$ cat src/rtl/uart_tx_cfg.sv
// Configurable UART transmitter with a transmit FIFO. Frame format (data bits,
// parity mode, stop bits) is latched per frame when the head word is popped.
module uart_tx_cfg #(
  parameter int unsigned DATA_W = 9,
  parameter int unsigned DEPTH  = 16
) (
  input  logic                     i_clk,
  input  logic                     i_reset_n,
  input  logic                     i_txclken,
  input  logic [3:0]               i_nbits,
  input  logic [1:0]               i_parity,
  input  logic                     i_stop2,
  input  logic                     i_valid,
  input  logic [DATA_W-1:0]        i_txdata,
  output logic                     o_ready,
  input  logic                     i_clear,
  output logic                     o_tx,
  output logic                     o_busy,
  output logic                     o_txdone,
  output logic [$clog2(DEPTH):0]   o_level
);

  localparam int unsigned AW = $clog2(DEPTH);
  localparam int unsigned LW = AW + 1;

  typedef enum logic [2:0] {
    StIdle,
    StStart,
    StData,
    StParity,
    StStop1,
    StStop2
  } state_e;

  state_e              state_q, state_d;
  logic [DATA_W-1:0]   mem_q [DEPTH];
  logic [AW-1:0]       wr_ptr_q, rd_ptr_q;
  logic [LW-1:0]       level_q, level_d;
  logic [DATA_W-1:0]   shift_q, shift_d;
  logic [3:0]          cnt_q, cnt_d;
  logic [3:0]          nbits_q, nbits_d;
  logic                par_en_q, par_en_d;
  logic                par_q, par_d;
  logic                stop2_q, stop2_d;
  logic                tx_q, tx_d;
  logic                txdone_q, txdone_d;

  logic                full, empty, push, pop, load, fin;
  logic [3:0]          nbits_eff;
  logic [DATA_W-1:0]   head;
  logic                head_par;

  assign full    = (level_q == LW'(DEPTH));
  assign empty   = (level_q == '0);
  assign push    = i_valid & ~full;
  assign head    = mem_q[rd_ptr_q];
  assign o_ready = ~full;
  assign o_level = level_q;
  assign o_tx    = tx_q;
  assign o_busy  = (state_q != StIdle);
  assign o_txdone = txdone_q;

  always_comb begin
    nbits_eff = i_nbits;
    if (i_nbits < 4'd5) begin
      nbits_eff = 4'd5;
    end else if (i_nbits > 4'(DATA_W)) begin
      nbits_eff = 4'(DATA_W);
    end
  end

  // Parity over only the bits that will actually be sent.
  always_comb begin
    head_par = 1'b0;
    for (int unsigned i = 0; i < DATA_W; i++) begin
      if (4'(i) < nbits_eff) begin
        head_par = head_par ^ head[i];
      end
    end
  end

  always_comb begin
    state_d  = state_q;
    shift_d  = shift_q;
    cnt_d    = cnt_q;
    nbits_d  = nbits_q;
    par_en_d = par_en_q;
    par_d    = par_q;
    stop2_d  = stop2_q;
    tx_d     = tx_q;
    txdone_d = 1'b0;
    load     = 1'b0;
    fin      = 1'b0;
    pop      = 1'b0;

    if (i_txclken) begin
      case (state_q)
        StIdle: load = ~empty;
        StStart: begin
          tx_d    = shift_q[0];
          shift_d = shift_q >> 1;
          cnt_d   = 4'd1;
          state_d = StData;
        end
        StData: begin
          if (cnt_q < nbits_q) begin
            tx_d    = shift_q[0];
            shift_d = shift_q >> 1;
            cnt_d   = cnt_q + 4'd1;
          end else if (par_en_q) begin
            tx_d    = par_q;
            state_d = StParity;
          end else begin
            tx_d    = 1'b1;
            state_d = StStop1;
          end
        end
        StParity: begin
          tx_d    = 1'b1;
          state_d = StStop1;
        end
        StStop1: begin
          if (stop2_q) begin
            state_d = StStop2;
          end else begin
            fin = 1'b1;
          end
        end
        StStop2: fin = 1'b1;
        default: state_d = StIdle;
      endcase

      if (fin) begin
        txdone_d = 1'b1;
        load     = ~empty;
        tx_d     = 1'b1;
        state_d  = StIdle;
      end

      // Back-to-back frames start straight from the stop bit with no idle gap.
      if (load) begin
        pop      = 1'b1;
        shift_d  = head;
        nbits_d  = nbits_eff;
        par_en_d = (i_parity == 2'b01) || (i_parity == 2'b10);
        par_d    = head_par ^ (i_parity == 2'b10);
        stop2_d  = i_stop2;
        tx_d     = 1'b0;
        state_d  = StStart;
      end
    end
  end

  always_comb begin
    level_d = level_q;
    if (push && !pop) begin
      level_d = level_q + LW'(1);
    end else if (!push && pop) begin
      level_d = level_q - LW'(1);
    end
  end

  always_ff @(posedge i_clk) begin
    if (push && i_reset_n && !i_clear) begin
      mem_q[wr_ptr_q] <= i_txdata;
    end
  end

  always_ff @(posedge i_clk) begin
    if (!i_reset_n) begin
      state_q  <= StIdle;
      tx_q     <= 1'b1;
      txdone_q <= 1'b0;
      level_q  <= '0;
      wr_ptr_q <= '0;
      rd_ptr_q <= '0;
      shift_q  <= '0;
      cnt_q    <= '0;
      nbits_q  <= 4'd8;
      par_en_q <= 1'b0;
      par_q    <= 1'b0;
      stop2_q  <= 1'b0;
    end else if (i_clear) begin
      state_q  <= StIdle;
      tx_q     <= 1'b1;
      txdone_q <= 1'b0;
      level_q  <= '0;
      wr_ptr_q <= '0;
      rd_ptr_q <= '0;
    end else begin
      state_q  <= state_d;
      tx_q     <= tx_d;
      txdone_q <= txdone_d;
      level_q  <= level_d;
      shift_q  <= shift_d;
      cnt_q    <= cnt_d;
      nbits_q  <= nbits_d;
      par_en_q <= par_en_d;
      par_q    <= par_d;
      stop2_q  <= stop2_d;
      if (push) begin
        wr_ptr_q <= wr_ptr_q + AW'(1);
      end
      if (pop) begin
        rd_ptr_q <= rd_ptr_q + AW'(1);
      end
    end
  end

endmodule
$ cat config.mk
export PLATFORM = sky130hd
export DESIGN_NAME = uart_tx_cfg
export DESIGN_NICKNAME = d
export VERILOG_FILES = /design/src/rtl/uart_tx_cfg.sv
export SDC_FILE = /design/constraint.sdc
export NUM_CORES = 1
export LEC_CHECK = 0
export BUFFER_PORTS_ARGS = -buffer_cell sky130_fd_sc_hd__buf_2
export CORE_MARGIN = 4
export CORE_UTILIZATION = 46
export CTS_BUF_LIST = sky130_fd_sc_hd__clkbuf_4 sky130_fd_sc_hd__clkbuf_8
export CTS_CLUSTER_SIZE = 12
export DETAILED_ROUTE_END_ITERATION = 10
export PLACE_DENSITY = 0.72
export SLEW_MARGIN = 20
export SYNTH_ARGS = -nofsm -noshare
export SYNTH_HDL_FRONTEND = slang
export SYNTH_SLANG_ARGS = --single-unit
export TNS_END_PERCENT = 20
$ cat constraint.sdc
create_clock -name i_clk -period 3.6 [get_ports i_clk]
set_input_delay 0.36 -clock i_clk [delete_from_list [all_inputs] [get_ports i_clk]]
set_output_delay 0.36 -clock i_clk [all_outputs]
set_load 0.02 [all_outputs]
==> results_dict.tcl, run 1 <==
set metrics [dict create \
    clk_pin_slew_ps 90 \
    ant_nets 0 \
    drive_above_1_share_pct 21.4 \
    ys.flop_type "edfxtp_1" \
    ys_top_cells_by_count "144 x edfxtp_1, 49 x nor2_1, 42 x dfxtp_1" \
    syn_nets 539 \
    async_flop_share_pct 0 \
    powerDensity_nw_per_um2 531 \
    worst_setup_path_start_kind "flip-flop" \
    slew_viol_final 0 \
    synth_compound_area_share_pct 6.69 \
    clock-sinks 186 \
    synthCells 503 \
    cts.repair.resized 0 \
    grt_max_degree 35 \
    slowest_stage "nor4_1" \
    synth_top_cells_by_area "edfxtp_1 56%, dfxtp_1 11%, mux4_2 8.1%" \
    start_util_pct 46.9 \
    num_antenna_cells 0 \
    io_buffers 29 \
    synthMuxAreaShare_pct 12.7 \
    io_pins 30 \
    timing.final.crit_share_pct 89.4 \
    ir_drop_v 0.000458 \
    synth-simple-area-share_pct 7.33 \
    final_core_util_pct 52.6 \
    numCtsBuffers 17 \
    cp-end-kind "flip-flop" \
    min_period_ps 3220 \
    rsz0062_at_grt "no" \
    synth_xor_area_share_pct 2.16 \
    place.gp.congestion 0.869 \
    yosysTopAreaCell "edfxtp_1" \
    worstSkewPairLatency_ps 460 \
    yosysMostFrequentCell "edfxtp_1" \
    fmax_mhz 311 \
    yosys.area.top_type_share_pct 55.8 \
    dp_hpwl_um 10100 \
    total_leakage_power_uw 0.00295 \
    avgSynthCellArea_um2 15.4 \
    grt_pass1_vias 4317 \
    drc 0 \
    overflow 0 \
    stdcell_area_um2 8690 \
    core_area_um2 16500 \
    post_cts_buffers 0 \
    area_delta_synth_final_pct 12.2 \
    vias_per_cell 5.55 \
    synth_cell_types 53 \
    crit_required_ps 4000 \
    die_h_um 138 \
    wl_per_cell_um 19.6 \
    status "finished, final reports clean" \
    fin_nets 589 \
    synth-adder-area-share_pct 2.52 \
    synth_top_family_by_area "multiplexers" \
    drt_first_iter_violations 355 \
    fin_setup_tns_ps 0 \
    wl_um 15400 \
    rows 47 \
    htree_levels 4 \
    fp.dieW_um 138 \
    post_dp_cell_area_um2 8260 \
    vias 4360 \
    synth_edf_count 144 \
    maxCapViolCount 0 \
    ys_seq_elements 186 \
    hold_buffers 0 \
    post-place-ws_ps 420 \
    worst_slew_pin_slew_ps 632 \
    critPathKind "reg2reg" \
    crit_fanout 5 \
    firstDrtPassIters 5 \
    clockBufferDepth 2 \
    slew-limit-headroom_pct 56.8 \
    antenna_found_initial 0 \
    hp-class "in2reg" \
    grt_pass1_wl_um 24200 \
    skew_ps 10.5 \
    cts_tree "built" \
    synthesis.area_um2 7740 \
    hold_violations 0 \
    clockRootBuffer "clkbuf_8" \
    setup_viol 0 \
    dieArea_um2 19000 \
    cp_data_arrival_time_ps 3620 \
    worst_path_largest_cell_delay_ps 480 \
    setup_ws_ps 381 \
    path_cells "nor4_1 -> nor2b_1 -> nor3_1 -> and2_0 -> inv_1 -> ha_1 -> inv_1 -> fa_1 -> a21o_1 -> a21oi_1 -> xnor2_1 -> or3_1 -> a21oi_1" \
    track_usage_pct 17.7 \
    yosysWarnings 0 \
    seq_area_frac_synth_pct 66.7 \
]
==> final cells by class <==
| type | instances | area, um2 |
|---|---|---|
| repair buffers | 54 | 345 |
| clock inverters | 12 | 160 |
| flip-flops and latches | 186 | 5170 |
| multi-input cells | 283 | 2430 |
| fillers | 1324 | 7830 |
| clock buffers | 20 | 269 |
| inverters | 11 | 41.3 |
| well taps | 220 | 275 |
==> through the flow <==
step | hold slack, ps | cells | power [uW]
finish | 137 | 786 | 4620
global route | 126 | 786 | 4850
detailed placement | 456 | 754 | 3200
floorplan | 430 | 503 | 3020
CTS | 99.2 | 786 | 4670
global placement | 442 | 754 | 3180
==> path summary, 6_finish.rpt <==
| check | startpoint | to | slack, ps | cells after the start |
|---|---|---|---|---|
| worst min register to register | nbits_q[2]$_SDFFE_PN0P_ | nbits_q[2]$_SDFFE_PN0P_ | 470 | 2 |
| worst max register to register | o_level[0]$_SDFFE_PP0P_ | o_level[4]$_SDFFE_PP0P_ | 380 | 13 |
| worst min-delay path | i_stop2 | stop2_q$_SDFFE_PN0P_ | 140 | 3 |
| worst max-delay path | o_level[0]$_SDFFE_PP0P_ | o_level[4]$_SDFFE_PP0P_ | 380 | 13 |
==> cell usage in the layout (no fill, tap or decap), drive strengths merged, types with 2 or more instances in the layout <==
cell type    n
mux2i       11
o22ai        3
or2          2
clkinv       4
nand4        2
a21o         6
xnor3        2
o31ai        2
a211oi      10
or3          3
clkbuf      20
inv         16
mux2         3
a21oi       22
nand3        4
nor2        49
bufinv       3
dfxtp       42
mux4        36
xnor2        6
nor4         2
edfxtp     144
nand2b       7
nor2b        4
a22oi       15
nand4b       2
xor2         8
nand2       31
nor3        11
o211ai       2
o21ai        9
and2         3
buf         54
ha          14
==> critical path, delay by kind of cell, from the launching register on <==
kind            cells  cell delay, ps
compound gates      3             530
buf+inv             2             210
flops               1             380
simple gates        5            1360
xor+xnor            1              90
fa+ha+maj           2             590
==> report_power, final <==
part	internal, uW	total [uW]	switching (uW)
sequential	2370	2420	55.5
combinational	336	728	391
clock	742	1470	725
total	3450	4620	1170
==> flip-flops by register name (all words and copies together), names as in the netlist, named ones only <==
register and flops:
o_level 5, par_q 1, mem_q 144, nbits_q 4, par_en_q 1, wr_ptr_q 4, o_txdone 1, stop2_q 1
o_tx 1, shift_q 9, cnt_q 4, state_q 3, rd_ptr_q 4
==> kinds of logic after synthesis <==
| group | count (synthesis) |
|---|---|
| AOI/OAI and AO/OA | 78 |
| xor gates and xnor gates | 16 |
| adders and majority gates | 15 |
| buffers and inverters | 34 |
| DFF | 186 |
| muxes | 50 |
| and+or+nand+nor | 124 |
==> layer usage <==
metal | track usage, % | up-vias | part of all wire [%]
met5 | 0 | - | 0
met4 | 5.93 | 0 | 1.7
met3 | 4.89 | 24 | 6.5
met2 | 28.7 | 125 | 50
met1 | 23.0 | 2165 | 41
li1 | - | 2046 | -
Note: power is estimated with default switching activity, not from simulation.
==> run 2: changes to the inputs <==
--- a/config.mk
+++ b/config.mk
@@ -6,9 +6,9 @@
 export NUM_CORES = 1
 export LEC_CHECK = 0
 export BUFFER_PORTS_ARGS = -buffer_cell sky130_fd_sc_hd__buf_2
-export CORE_MARGIN = 4
+export CORE_MARGIN = 2
 export CORE_UTILIZATION = 46
-export CTS_BUF_LIST = sky130_fd_sc_hd__clkbuf_4 sky130_fd_sc_hd__clkbuf_8
+export CTS_BUF_LIST = sky130_fd_sc_hd__clkbuf_4
 export CTS_CLUSTER_SIZE = 12
 export DETAILED_ROUTE_END_ITERATION = 10
 export PLACE_DENSITY = 0.72
==> run 2 against run 1 <==
Net effect: non-clock buffer count grew 1; count of clock-buffer cells in the layout shrank 2; global-route usage grew 1.1 points; worst setup slack gained 57 ps; register-to-register slack gained 60 ps; routed wire length grew 2.7%; clock skew grew 6.1 ps; sequential share of layout area grew 0.82 points; first-iteration DRC count shrank 25%; maximum frequency grew 1.8%; clock power shrank 22%.
==> results_dict.tcl, run 2 (same netlist as run 1, synthesis figures left out) <==
set metrics [dict create \
    fin_setup_tns_ps 0 \
    hp-class "in2reg" \
    ant_nets 0 \
    p_int_uw 3090 \
    crit_required_ps 4110 \
    area_delta_synth_final_pct 10.7 \
    status "finished, final reports clean" \
    grt_pass1_wl_um 24800 \
    track_usage_pct 18.8 \
    timing.final.crit_share_pct 87.8 \
    dp_hpwl_um 10200 \
    dieArea_um2 17900 \
    r2r-start "o_level[0]$_SDFFE_PP0P_" \
    overflow 0 \
    swShare_pct 28.1 \
    post_dp_cell_area_um2 8250 \
    slew-limit-headroom_pct 49.6 \
    powerDensity_nw_per_um2 501 \
    cp-end-kind "flip-flop" \
    fp.dieW_um 134 \
    io_buffers 29 \
    path_cells "nor4_2 -> nor2b_1 -> nor3_1 -> and2_0 -> inv_1 -> ha_1 -> inv_1 -> fa_1 -> a21o_1 -> a21oi_1 -> xnor2_1 -> or3_1 -> a21oi_1" \
    antenna_found_initial 1 \
    slowest_stage "fa_1" \
    die_h_um 134 \
    rows 47 \
    wl_um 15800 \
    slew_viol_final 0 \
    fmax_mhz 316 \
    regMostFlops "mem_q" \
    hold_start "i_reset_n" \
    maxCapViolCount 0 \
    core_area_um2 16500 \
    cts_tree "built" \
    rsz0062_at_grt "no" \
    min_to "nbits_q[3]$_SDFFE_PN1P_" \
    wl_per_cell_um 20.0 \
    post_cts_buffers 0 \
    seqPwrFrac_pct 56.6 \
    worst_setup_path_start_kind "flip-flop" \
    cp_data_arrival_time_ps 3670 \
    pwr-share-comb_pct 17.0 \
    start_util_pct 46.9 \
    largest_reg_flops 144 \
    total_leakage_power_uw 0.00289 \
    worstSkewPairLatency_ps 560 \
    fin_nets 590 \
    crit_fanout 5 \
    io_pins 30 \
    place.gp.congestion 0.828 \
    numCtsBuffers 17 \
    drive_above_1_share_pct 21.2 \
    fillers 1330 \
    clkPwrFrac_pct 26.4 \
    switchingPower_uw 1210 \
    setup_viol 0 \
    grt_max_degree 35 \
    htree_levels 4 \
    whs_path_depth 2 \
    worstRegToRegCells 13 \
    hold_violations 0 \
    critPathKind "reg2reg" \
    clockRootBuffer "clkbuf_4" \
    clock-sinks 186 \
    min_period_ps 3160 \
    r2r_slack_ps 440 \
    rr_endpoint "o_level[4]$_SDFFE_PP0P_" \
    vias 4442 \
    worst_path_largest_cell_delay_ps 420 \
    stdcell_area_um2 8570 \
    final_cell_mix "144 x edfxtp_1, 49 x nor2_1, 41 x dfxtp_1" \
    skew_ps 16.6 \
    ir_drop_v 0.000312 \
    firstDrtPassIters 7 \
    vias_per_cell 5.64 \
    clockBufferDepth 2 \
    drc 0 \
    worst_slew_pin_slew_ps 754 \
    clk_pin_slew_ps 150 \
    grt_pass1_vias 4450 \
    final_common_cell "edfxtp_1" \
    drt_first_iter_violations 265 \
]
## run 2: cell types whose count changed in the layout (fill, tap and decap cells not counted), sizes merged
cell,change
inv,+3
bufinv,-2
clkbuf,-2
dlygate4sd3,+2
buf,-1
clkinvlp,+1
diode,+1
## run 2: worst max-delay path by stage
stage                                        from  slack, ps  cells past startpoint                       to
after global placement    o_level[0]$_SDFFE_PP0P_        500                     13  o_level[4]$_SDFFE_PP0P_
after CTS                 o_level[0]$_SDFFE_PP0P_        340                     13  o_level[4]$_SDFFE_PP0P_
after detailed placement  o_level[0]$_SDFFE_PP0P_        390                     13  o_level[4]$_SDFFE_PP0P_
after floorplan           o_level[0]$_SDFFE_PP0P_        290                     15  o_level[4]$_SDFFE_PP0P_
after global routing      o_level[0]$_SDFFE_PP0P_        120                     13  o_level[4]$_SDFFE_PP0P_
final                     o_level[0]$_SDFFE_PP0P_        440                     13  o_level[4]$_SDFFE_PP0P_
## run 2: timing repair
action | CTS | global route
endpoints found under the setup margin | 0 | 1
resized for setup | 0 | 1
hold endpoints to repair | 1 | 1
hold buffers | 1 | 1
## run 2: metal layers
metal  vias up  share of wire, %  wire length (um)  GRT usage [%]
met1      2242                41              6540           23.7
li1       2059                 -                 -              -
met5         -                 0                 0              0
met3        14               5.4               849           4.68
met2       127                52              8190           32.0
met4         0               1.4               220           5.97
## run 2: power groups by stage
| stage | Combinational (uW) | Clock (uW) | Sequential (uW) |
|---|---|---|---|
| 3_5_place_dp | 727 | 0 | 2480 |
| 4_1_cts | 733 | 1170 | 2430 |
| 2_1_floorplan | 549 | 0 | 2470 |
| 6_report | 732 | 1140 | 2430 |
| 3_3_place_gp | 702 | 0 | 2470 |
| 5_1_grt | 809 | 1250 | 2440 |
## run 2: critical path, delay by kind of cell, from the launching register on
kind / cells / cell delay [ps]
AOI/OAI and AO/OA: 3 / 500
xor gates and xnor gates: 1 / 90
adders and majority gates: 2 / 600
buffers and inverters: 2 / 220
DFF: 1 / 410
and+or+nand+nor: 5 / 1270
## run 2: cell type report
class | count | area [um2] | share of cell area, %
antenna | 1 | 2.50 | 0.0292
clock buffer | 18 | 135 | 1.58
clock inverter | 14 | 155 | 1.81
inverter | 11 | 41.3 | 0.482
multi-input combinational | 283 | 2440 | 28.5
sequential | 186 | 5170 | 60.3
tap | 220 | 275 | 3.21
timing repair buffer | 55 | 358 | 4.17
## run 2: stage by stage
stage                     cells  hold WS, ps  total power [uW]  setup WS (ps)  utilization, %
final                       788         81.2              4300            438            51.9
after global routing        788         35.3              4510            121            51.9
after CTS                   786         4.83              4330            344            51.8
after detailed placement    753          460              3210            390            50.0
after global placement      753          441              3180            502            50.0
after floorplan             503          430              3020            290               -
==> run 3: changes to the inputs <==
--- a/config.mk
+++ b/config.mk
@@ -11,6 +11,7 @@
 export CTS_BUF_LIST = sky130_fd_sc_hd__clkbuf_4
 export CTS_CLUSTER_SIZE = 12
 export DETAILED_ROUTE_END_ITERATION = 10
+export MAX_ROUTING_LAYER = met4
 export PLACE_DENSITY = 0.72
 export SLEW_MARGIN = 20
 export SYNTH_ARGS = -nofsm -noshare
==> run 3 against run 2 <==
Net effect: die area unchanged; worst setup slack got worse by 2.0 ps; via count shrank 0.72%; clock skew grew 1.2 ps; total power grew 0.18%; flip-flop and latch count unchanged; routed wire length hardly changed; global-route usage rose by 0.59 points; hold slack worse by 25 ps; highest routed layer unchanged.
==> results_dict.tcl, run 3 (same netlist as run 1, synthesis figures left out) <==
set metrics [dict create \
    cp_data_arrival_time_ps 3680 \
    dieArea_um2 17900 \
    worst_setup_path_start_kind "flip-flop" \
    drt_first_iter_violations 288 \
    hold_slack_ps 56.6 \
    track_usage_pct 19.4 \
    die_h_um 134 \
    hold_violations 0 \
    rsz0062_at_grt "no" \
    setup_ws_ps 436 \
    total_leakage_power_uw 0.00288 \
    worst_slew_pin_slew_ps 783 \
    regMostFlops "mem_q" \
    clk_pin_slew_ps 160 \
    wl_per_cell_um 20.1 \
    fillers 1331 \
    hp-class "in2reg" \
    cts_tree "built" \
    fin_nets 589 \
    post-place-ws_ps 390 \
    final_cell_mix "144 x edfxtp_1, 49 x nor2_1, 41 x dfxtp_1" \
    ir_drop_v 0.000314 \
    overflow 0 \
    post_cts_buffers 0 \
    skew_ps 17.8 \
    grt_pass1_vias 4454 \
    status "finished, final reports clean" \
    start_util_pct 46.9 \
    grt_max_degree 35 \
    critPathKind "reg2reg" \
    place.gp.congestion 0.845 \
    fmax_mhz 316 \
    worst_path_largest_cell_delay_ps 420 \
    wl_um 15800 \
    crit_fanout 5 \
    ant_nets 0 \
    io_pins 30 \
    vias_per_cell 5.60 \
    cp-end-kind "flip-flop" \
    fp.dieW_um 134 \
    antenna_found_initial 1 \
    multi_input_area_um2 2440 \
    timing.final.crit_share_pct 87.9 \
    crit_family "simple AND/OR/NAND/NOR gates" \
    firstDrtPassIters 5 \
    clockBufferDepth 2 \
    numCtsBuffers 17 \
    grt_pass1_wl_um 24800 \
    setup_viol 0 \
    vias 4410 \
    path_cells "nor4_2 -> nor2b_1 -> nor3_1 -> and2_0 -> inv_1 -> ha_1 -> inv_1 -> fa_1 -> a21o_1 -> a21oi_1 -> xnor2_1 -> or3_1 -> a21oi_1" \
    worstSkewPairLatency_ps 570 \
    powerDensity_nw_per_um2 503 \
    slowest_stage "fa_1" \
    rows 47 \
    clockRootBuffer "clkbuf_4" \
    final-seq-area_um2 5170 \
    worst-path-buf-inv 2 \
    post_dp_cell_area_um2 8250 \
    drc 0 \
    min_period_ps 3160 \
    maxCapViolCount 0 \
    slew_viol_final 0 \
    fin_setup_tns_ps 0 \
    crit_required_ps 4110 \
    dp_hpwl_um 10200 \
    htree_levels 4 \
    io_buffers 29 \
    largest_reg_flops 144 \
    final_common_cell "edfxtp_1" \
    area_delta_synth_final_pct 10.6 \
    core_area_um2 16500 \
    stdcell_area_um2 8560 \
    slew-limit-headroom_pct 47.7 \
    clock-sinks 186 \
    drive_above_1_share_pct 21.2 \
]
## run 3: cell count changes in the layout (fill, tap and decap cells not counted)
cell,before,now
dlygate4sd3_1,2,1
## run 3: power breakdown
group / internal, uW / switching, uW / leakage (uW)
sequential: 2370 / 62.4 / 0.00164
combinational: 338 / 394 / 0.00109
clock: 381 / 762 / 0.000154
## run 3: repair_timing
item	CTS	global route
gates resized for setup	0	1
hold buffers	1	0
endpoints found under the setup margin	0	1
hold endpoints to repair	1	0
## run 3: worst register-to-register path, stage by stage (launching register included)
cell and delay (ps):
dfxtp_1 410, nor4_2 400, nor2b_1 250, nor3_1 80, and2_0 260, inv_1 110
ha_1 180, inv_1 110, fa_1 420, a21o_1 200, a21oi_1 170, xnor2_1 100
or3_1 310, a21oi_1 140
## run 3: per-layer routing
metal  share of wire (%)  global-route usage [%]  up-vias  wire [um]
met5                   0                       -        -          0
met4                 1.8                    5.97        0        279
met3                 5.0                    4.68       19        797
met2                  52                    32.0      103       8150
met1                  42                    23.7     2230       6580
li1                    -                       -     2058          -
## run 3: final cells by class
type / count / area share, %
clock inverter: 14 / 1.81
tap: 220 / 3.21
inverter: 11 / 0.482
sequential: 186 / 60.3
multi-input combinational: 283 / 28.5
antenna: 1 / 0.0292
clock buffer: 18 / 1.58
timing repair buffer: 54 / 4.06
## run 3: worst paths after layout
path                           startpoint                 endpoint  slack [ps]  depth (start not counted)
setup / recovery  o_level[0]$_SDFFE_PP0P_  o_level[4]$_SDFFE_PP0P_         440                         13
hold / removal                  i_txclken      o_txdone$_SDFF_PP0_          60                          3
setup reg to reg  o_level[0]$_SDFFE_PP0P_  o_level[4]$_SDFFE_PP0P_         440                         13
hold reg to reg   nbits_q[1]$_SDFFE_PN0P_  nbits_q[1]$_SDFFE_PN0P_         470                          2
## run 3: metrics by stage
stage | std cells | util, % | total power [uW]
after floorplan | 503 | - | 3020
after global placement | 753 | 50.0 | 3180
after detailed placement | 753 | 50.0 | 3210
after CTS | 786 | 51.8 | 4330
after global routing | 787 | 51.8 | 4510
final | 787 | 51.8 | 4310
